<file path="src/rtl/gpio_port_pcint.sv">
// Parametrised GPIO port (PINx/DDRx/PORTx) with a pin-change interrupt unit.
// Optional per-pin glitch filter: define GPIO_PC_FILTER_EN.
module gpio_port_pcint #(
  parameter int         WIDTH      = 8,
  parameter logic [5:0] PIN_ADDR   = 6'h03,
  parameter logic [5:0] PCMSK_ADDR = 6'h1C,
  parameter logic [5:0] PCCR_ADDR  = 6'h1B,
  parameter logic [7:0] PORT_RST   = 8'h00,
  parameter int         FILTER_LEN = 3
) (
  input  logic             cp2,
  input  logic             ireset,
  input  logic [5:0]       IO_Addr,
  input  logic             iore,
  input  logic             iowe,
  input  logic [7:0]       dbus_in,
  output logic [7:0]       dbus_out,
  output logic             out_en,
  input  logic [WIDTH-1:0] pin_i,
  output logic [WIDTH-1:0] DIE_o,
  output logic [WIDTH-1:0] pu,
  output logic [WIDTH-1:0] dd,
  output logic [WIDTH-1:0] pv,
  output logic [WIDTH-1:0] die,
  input  logic             PUD,
  input  logic             SLEEP,
  output logic             irq,
  input  logic             irq_ack
);

  localparam logic [5:0] DDR_ADDR  = PIN_ADDR + 6'd1;
  localparam logic [5:0] PORT_ADDR = PIN_ADDR + 6'd2;
`ifdef GPIO_PC_FILTER_EN
  localparam int PRIME_N = 3 + FILTER_LEN;
`else
  localparam int PRIME_N = 3;
`endif
  localparam int                 PRIME_W   = $clog2(PRIME_N + 1);
  localparam logic [PRIME_W-1:0] PRIME_MAX = PRIME_W'(PRIME_N);

  if (WIDTH < 1 || WIDTH > 8) begin : g_bad_width
    $error("gpio_port_pcint: WIDTH must be 1..8");
  end
  if (FILTER_LEN < 2 || FILTER_LEN > 15) begin : g_bad_filter
    $error("gpio_port_pcint: FILTER_LEN must be 2..15");
  end

  logic [WIDTH-1:0]   ddr, port, pcmsk;
  logic               pcie, pcif;
  logic [1:0]         edge_sel;
  logic [WIDTH-1:0]   sync_p1, sync_p2, pin_val, prev_p4, ev;
  logic [PRIME_W-1:0] prime_cnt;
  logic               vld_p4;
  logic               hit_pin, hit_ddr, hit_port, hit_pcmsk, hit_pccr;
  logic               pcif_clr;
  logic [WIDTH-1:0]   wdata;
  logic [7:0]         rdata;

  function automatic logic edge_match(input logic [1:0] mode, input logic was,
                                      input logic now);
    case (mode)
      2'b01:   edge_match = ~was & now;
      2'b10:   edge_match = was & ~now;
      default: edge_match = was ^ now;
    endcase
  endfunction

  assign hit_pin   = (IO_Addr == PIN_ADDR);
  assign hit_ddr   = (IO_Addr == DDR_ADDR);
  assign hit_port  = (IO_Addr == PORT_ADDR);
  assign hit_pcmsk = (IO_Addr == PCMSK_ADDR);
  assign hit_pccr  = (IO_Addr == PCCR_ADDR);
  assign wdata     = dbus_in[WIDTH-1:0];
  assign pcif_clr  = irq_ack | (iowe & hit_pccr & dbus_in[3]);

  always_ff @(posedge cp2 or negedge ireset) begin
    if (!ireset) begin
      ddr      <= '0;
      port     <= PORT_RST[WIDTH-1:0];
      pcmsk    <= '0;
      pcie     <= 1'b0;
      edge_sel <= 2'b00;
    end else if (iowe) begin
      if (hit_ddr)   ddr   <= wdata;
      if (hit_port)  port  <= wdata;
      else if (hit_pin) port <= port ^ wdata;
      if (hit_pcmsk) pcmsk <= wdata;
      if (hit_pccr) begin
        pcie     <= dbus_in[0];
        edge_sel <= dbus_in[2:1];
      end
    end
  end

  // Pad controls
  assign dd    = ddr;
  assign pv    = port;
  assign pu    = ~ddr & port & ~{WIDTH{PUD}};
  assign die   = {WIDTH{~SLEEP}} | (pcmsk & {WIDTH{pcie}});
  assign DIE_o = pin_i & die;

  // Stage p1/p2: two-flop synchroniser on the gated pad input
  always_ff @(posedge cp2 or negedge ireset) begin
    if (!ireset) begin
      sync_p1 <= '0;
      sync_p2 <= '0;
    end else begin
      sync_p1 <= DIE_o;
      sync_p2 <= sync_p1;
    end
  end

`ifdef GPIO_PC_FILTER_EN
  // Stage p3: filtered level follows sync_p2 only after FILTER_LEN stable differing cycles
  logic [WIDTH-1:0] filt_p3;
  logic [3:0]       filt_cnt [WIDTH];

  always_ff @(posedge cp2 or negedge ireset) begin
    if (!ireset) begin
      filt_p3 <= '0;
      for (int n = 0; n < WIDTH; n++) filt_cnt[n] <= 4'd0;
    end else begin
      for (int n = 0; n < WIDTH; n++) begin
        if (sync_p2[n] != filt_p3[n]) begin
          if (filt_cnt[n] == 4'(FILTER_LEN - 1)) begin
            filt_p3[n]  <= sync_p2[n];
            filt_cnt[n] <= 4'd0;
          end else begin
            filt_cnt[n] <= filt_cnt[n] + 4'd1;
          end
        end else begin
          filt_cnt[n] <= 4'd0;
        end
      end
    end
  end

  assign pin_val = filt_p3;
`else
  assign pin_val = sync_p2;
`endif

  // Stage p4: previous level for edge detection; vld_p4 holds off events until the chain is full
  always_ff @(posedge cp2 or negedge ireset) begin
    if (!ireset) begin
      prev_p4   <= '0;
      prime_cnt <= '0;
    end else begin
      prev_p4 <= pin_val;
      if (prime_cnt != PRIME_MAX) prime_cnt <= prime_cnt + PRIME_W'(1);
    end
  end

  assign vld_p4 = (prime_cnt == PRIME_MAX);

  always_comb begin
    ev = '0;
    for (int n = 0; n < WIDTH; n++)
      ev[n] = vld_p4 & pcmsk[n] & edge_match(edge_sel, prev_p4[n], pin_val[n]);
  end

  // A fresh event outranks a same-cycle clear so no edge is ever lost
  always_ff @(posedge cp2 or negedge ireset) begin
    if (!ireset)       pcif <= 1'b0;
    else if (|ev)      pcif <= 1'b1;
    else if (pcif_clr) pcif <= 1'b0;
  end

  assign irq = pcif & pcie;

  always_comb begin
    rdata  = 8'h00;
    out_en = 1'b0;
    if (iore) begin
      out_en = 1'b1;
      if (hit_pin)        rdata[WIDTH-1:0] = pin_val;
      else if (hit_ddr)   rdata[WIDTH-1:0] = ddr;
      else if (hit_port)  rdata[WIDTH-1:0] = port;
      else if (hit_pcmsk) rdata[WIDTH-1:0] = pcmsk;
      else if (hit_pccr)  rdata[3:0]       = {pcif, edge_sel, pcie};
      else                out_en           = 1'b0;
    end
  end

  assign dbus_out = rdata;

endmodule

</file>
<file path="config.mk">
export PLATFORM = sky130hd
export DESIGN_NAME = gpio_port_pcint
export DESIGN_NICKNAME = d
export VERILOG_FILES = /design/src/rtl/gpio_port_pcint.sv
export SDC_FILE = /design/constraint.sdc
export NUM_CORES = 1
export LEC_CHECK = 0
export BUFFER_PORTS_ARGS = -buffer_cell sky130_fd_sc_hd__buf_2
export CAP_MARGIN = 15
export CORE_MARGIN = 2
export CORE_UTILIZATION = 38
export CTS_BUF_LIST = sky130_fd_sc_hd__clkbuf_4
export CTS_CLUSTER_DIAMETER = 200
export CTS_CLUSTER_SIZE = 20
export DETAILED_ROUTE_END_ITERATION = 6
export SYNTH_ARGS = -nofsm -noshare
export SYNTH_HDL_FRONTEND = slang
export SYNTH_SLANG_ARGS = --single-unit
export TNS_END_PERCENT = 30
</file>
<file path="constraint.sdc">
create_clock -name cp2 -period 3.29 [get_ports cp2]
set_input_delay 0.658 -clock cp2 [delete_from_list [all_inputs] [get_ports cp2]]
set_output_delay 0.658 -clock cp2 [all_outputs]
set_load 0.01 [all_outputs]
</file>
==> results of run 1 <==
==> critical path, cell delays in order <==
cell and delay (ns):
buf_2 0.19, nand2_1 0.16, or3b_1 0.54, nand2_1 0.24, o32ai_1 0.38, buf_2 0.20
==> state kept, by name (all words and copies together), names as in the netlist <==
signal     cells
pcmsk          8
dd             8
pcif           1
prev_p4        8
prime_cnt      2
pv             8
pcie           1
sync_p1        8
edge_sel       2
pin_val        8
==> cells in the final DEF (no fill, tap or decap), types with 6 or more instances in the layout <==
master    instances
xnor2_1           9
a222oi_1          7
nor2b_1           7
nor3b_1           8
a21oi_2           7
ha_1             19
buf_2            78
nand2_1          42
dfrtp_1          54
and2_1           10
mux2_2           10
a22o_1            6
a21oi_1           6
mux2_4            8
inv_1            24
==> power by group through the flow <==
stage / clock, W / sequential [W] / combinational, W
CTS: 0.000306 / 0.000832 / 0.000355
global placement: 0 / 0.000844 / 0.000348
global route: 0.000331 / 0.000848 / 0.000392
finish: 0.000285 / 0.000832 / 0.000349
floorplan: 0 / 0.000837 / 0.000202
detailed placement: 0 / 0.000845 / 0.000354
==> routing by layer <==
layer	vias up	GRT usage	routed length [um]
met1	1119	0.263	3250
met4	0	0.0530	58
met5	-	0	0
met2	65	0.284	3340
met3	4	0.0274	351
li1	1092	-	-
==> per-stage QoR <==
stage	setup WS, ns	hold slack (ns)	area (um^2)	cells	total power (W)
after floorplan	0.734	0.331	2910	264	0.00104
after global placement	0.275	0.333	3410	436	0.00119
after detailed placement	0.278	0.335	3410	436	0.00120
after CTS	0.268	0.368	3460	444	0.00149
after global routing	0.156	0.376	3460	444	0.00157
final	0.253	0.366	3460	444	0.00147
==> final timing paths <==
path | from | end | slack, ns | cells past startpoint
setup / recovery | IO_Addr[0] | dbus_out[2] | 0.25 | 6
hold / removal | sync_p1[1] | pin_val[1] | 0.37 | 0
setup reg to reg | edge_sel[0] | pcif | 1.43 | 6
hold reg to reg | sync_p1[1] | pin_val[1] | 0.37 | 0
max in group asynchronous | ireset | dd[5] | 2.44 | 2
min in group asynchronous | ireset | prev_p4[5] | 0.40 | 2
==> kinds of logic after synthesis <==
kind of cell / Yosys count / synth area share
buffers and inverters: 32 / 0.0447
multiplexers: 20 / 0.0877
adder cells (fa/ha/maj): 19 / 0.0817
flip-flops: 54 / 0.465
AO/OA/AOI/OAI: 49 / 0.135
AND/OR/NAND/NOR: 81 / 0.159
XOR/XNOR: 9 / 0.0271
==> final cells by class <==
cell class | instances | area (um^2)
Fill cell | 694 | 3870
Multi-Input combinational cell | 178 | 1430
Sequential cell | 54 | 1350
Timing Repair Buffer | 81 | 413
Tap cell | 99 | 124
Inverter | 24 | 90.1
Clock buffer | 5 | 37.5
Clock inverter | 3 | 16.3
==> metrics, run 1 <==
Syn Inst Count=264; maxcap violations=0; initial core utilization=0.397; remaining antenna violation count=0; Mapped Area=0.00291 mm^2; Worst Max-Slew Pin Slew=0.688 ns; Fin. Hold Viols=0; Reg power frac=0.567; final setup fails=0; Tcrit/Tclk final=0.923; synth top area cells=dfrtp_1 46%, ha_1 8.2%, nand2_1 5.4%, mux2_4 4.1%, mux2_2 3.9%; Die W=91.5 um; vias in the first global route=2362; Max H-tree Level=2; outcome=completed; Critical Path Start Type=input port; Psw=0.000469 W; Max Fanout on Critical Path=17; Setup TNS Final=0 ns; fin util=0.472; area leader, netlist=dfrtp_1; CTS Sinks=54; wire per inst=15.8 um; vias post-DR=2280; Setup Buffers After CTS=0; Max VDD drop=211 uV; number of placed I/O pins=79; CP endpoint kind=output pin; Clock power frac=0.194; Yosys reg bits=54; Gate power share=0.238; Slew Limit Fails=0; Synth top cells by count=54 x dfrtp_1, 42 x nand2_1, 24 x inv_1, 19 x ha_1; clk buf depth=2; final wirelength=7.00 mm; number of synthesized flops with an enable pin=0; Synth async-reset ratio=1.00; post_cts resized=0; antenna violations before repair=0; core area=0.00733 mm^2; most common cell in the synthesized netlist=dfrtp_1; Int Power=0.000996 W; Yosys top cell area share=0.465; Static Leak=1.72 nW; minimum clock period=3.04 ns; synth warn=0; die height=91.5 um; clk slew on worst S/H paths=0.14 ns; die area=0.00837 mm^2; Crit Path Category=input port to output pin; RSZ-0062 raised after global routing=false; Final GP Congestion=0.794; antenna cells=0; Data arrival, critical path=2.38 ns; total track usage=0.183; clock root cell=clkbuf_4; Req. time, crit path=2.63 ns; prevailing post-synth register cell=dfrtp_1; NumNets Final=392; Peak Freq=329 MHz; Sw Share=0.320; hold buffers post-CTS=0; Syn Area/Cell=11.0 um^2; sequential area share after synthesis=0.465; Final HPWL DP=5.34 mm; Mapped Nets=312; Detailed Route Iter0 Violations=126; first-pass GRT wire length=12.2 mm; site row count=31; PortBufs=78; total gr overflow=0; Rel. slew slack=0.541; share of layout cells above drive strength 1=0.354; CTS tree=done; worst skew pair latency=0.37 ns; Power Density=424 mW/mm^2; DRC=0; DRT Pass-1 Iters=4; area grow syn2layout=18.9%; largest net degree at the start of global routing=55; Worst Hold Class=flop to flop; CTS Buf Count=5; Vias per Instance=5.14; Worst Skew=0.00876 ns; Yosys cell types=41
No activity file was read; power rests on OpenSTA's default activity.
==> inputs of run 2 (changes only) <==
==> constraint.sdc (replaced) <==
create_clock -name cp2 -period 2.85 [get_ports cp2]
set_input_delay 0.57 -clock cp2 [delete_from_list [all_inputs] [get_ports cp2]]
set_output_delay 0.57 -clock cp2 [all_outputs]
set_load 0.01 [all_outputs]
==> run 2 against run 1 <==
Against the previous run:
- first-iteration DRC count fell by 7.1%
- design area rose by 0.87%
- highest routed layer unchanged
- routed wire length up 1.6%
- count of clock-buffer cells in the layout unchanged
- global-route usage about the same
- hold slack got worse by 0.11 ns
==> metrics, run 2 (synthesized netlist as in run 1, its figures left out) <==
outcome=completed; Detailed Route Iter0 Violations=117; Peak Freq=395 MHz; Static Leak=1.74 nW; remaining antenna violation count=0; Reg area=0.00135 mm^2; Tcrit/Tclk final=0.887; Worst Skew=0.0185 ns; Crit Path Category=input port to output pin; Worst Max-Slew Pin Slew=0.814 ns; crit-path cells=buf_2 > nor3_2 > or3b_1 > buf_4 > o21ai_1 > a21oi_1 > buf_2; most frequent cells in the layout=78 x buf_2, 54 x dfrtp_1, 42 x nand2_1; clock root cell=clkbuf_4; Die W=91.5 um; Largest delay share family, worst path=simple AND/OR/NAND/NOR gates; CTS Sinks=54; CTS tree=done; clk buf depth=2; Final HPWL DP=5.43 mm; die area=0.00837 mm^2; die height=91.5 um; Rel. slew slack=0.457; final setup fails=0; Sw Share=0.328; Reg power frac=0.564; Fin. Hold Viols=0; post_cts resized=0; Multi-input gate area=0.00143 mm^2; most common cell after layout, fill and taps aside=buf_2; Placed Area=0.00344 mm^2; Final GP Congestion=0.844; Setup TNS Final=0 ns; Data arrival, critical path=1.96 ns; clk slew on worst S/H paths=0.16 ns; slowest stage cell, crit path=or3b_1; vias in the first global route=2342; CTS Buf Count=5; Int Power=0.00115 W; Psw=0.000562 W; Setup Buffers After CTS=0; final wirelength=7.12 mm; CP endpoint kind=output pin; Gate power share=0.237; area grow syn2layout=20.0%; Layout fillers=698; delay of the slowest critical-path stage=0.49 ns; core area=0.00733 mm^2; Max H-tree Level=2; worst skew pair latency=0.38 ns; DRC=0; antenna cells=0; Slew Limit Fails=0; PortBufs=78; wire per inst=15.9 um; site row count=31; maxcap violations=0; Req. time, crit path=2.28 ns; first-pass GRT wire length=12.1 mm; Power Density=491 mW/mm^2; number of placed I/O pins=79; initial core utilization=0.397; most used cell, CP=buf_2; Critical Path Start Type=input port; Clock power frac=0.199; total track usage=0.183; Worst Hold Class=input port to async pin; Max Fanout on Critical Path=12; WP buf/inv=3; Vias per Instance=5.10; Max VDD drop=245 uV; vias post-DR=2287; share of layout cells above drive strength 1=0.361; largest net degree at the start of global routing=38; antenna violations before repair=0; DRT Pass-1 Iters=4; total gr overflow=0; RSZ-0062 raised after global routing=false; minimum clock period=2.53 ns; NumNets Final=396; hold buffers post-CTS=0; Final Instance Area=0.00349 mm^2
## run 2: cell types whose count changed in the layout (fill, tap and decap cells not counted)
cell,previous run,this run
buf_4,3,7
## run 2: worst reg2reg max path, cell delays in order (launching register included)
cell and delay [ns]:
dfrtp_1 0.45, inv_1 0.07, ha_1 0.28, a22o_1 0.24, a222oi_1 0.38, nand4_1 0.14, a31o_2 0.25
## run 2: worst paths after layout
| check | to | cells after the start | startpoint | slack [ns] |
|---|---|---|---|---|
| max | dbus_out[5] | 7 | IO_Addr[3] | 0.32 |
| min | pin_val[5] | 1 | ireset | 0.25 |
| max reg2reg | pcif | 6 | edge_sel[1] | 0.95 |
| min reg2reg | pin_val[1] | 0 | sync_p1[1] | 0.37 |
| max in group asynchronous | pcmsk[1] | 2 | ireset | 1.94 |
| min in group cp2 | pin_val[1] | 0 | sync_p1[1] | 0.37 |
## run 2: per-layer routing
layer	vias up	part of all wire	routed length, um	global-route usage
met4	0	0.016	111	0.0543
met3	10	0.040	282	0.0290
met5	-	0	0	0
li1	1094	-	-	-
met1	1129	0.48	3430	0.259
met2	54	0.46	3290	0.287
## run 2: per-stage QoR
stage	worst slack, ns	power (W)	hold WS, ns	utilization	std cells
after global routing	0.199	0.00182	0.309	0.476	448
after global placement	0.371	0.00139	0.333	0.469	440
final	0.322	0.00171	0.253	0.476	448
after CTS	0.331	0.00173	0.280	0.476	448
after floorplan	0.470	0.00120	0.274	-	264
after detailed placement	0.336	0.00139	0.336	0.469	440
## run 2: power by group through the flow
stage               Clock, W  Sequential, W  Combinational (W)
CTS                 0.000352       0.000968           0.000413
floorplan                  0       0.000966           0.000233
finish              0.000341       0.000967           0.000407
global placement           0       0.000981           0.000406
detailed placement         0       0.000983           0.000410
global route        0.000379       0.000985           0.000455
## run 2: area by class of cell
class	count	share of cell area
multi-input combinational	178	0.409
sequential	54	0.387
timing repair buffer	85	0.127
tap	99	0.0355
inverter	24	0.0258
clock buffer	5	0.0108
clock inverter	3	0.00466
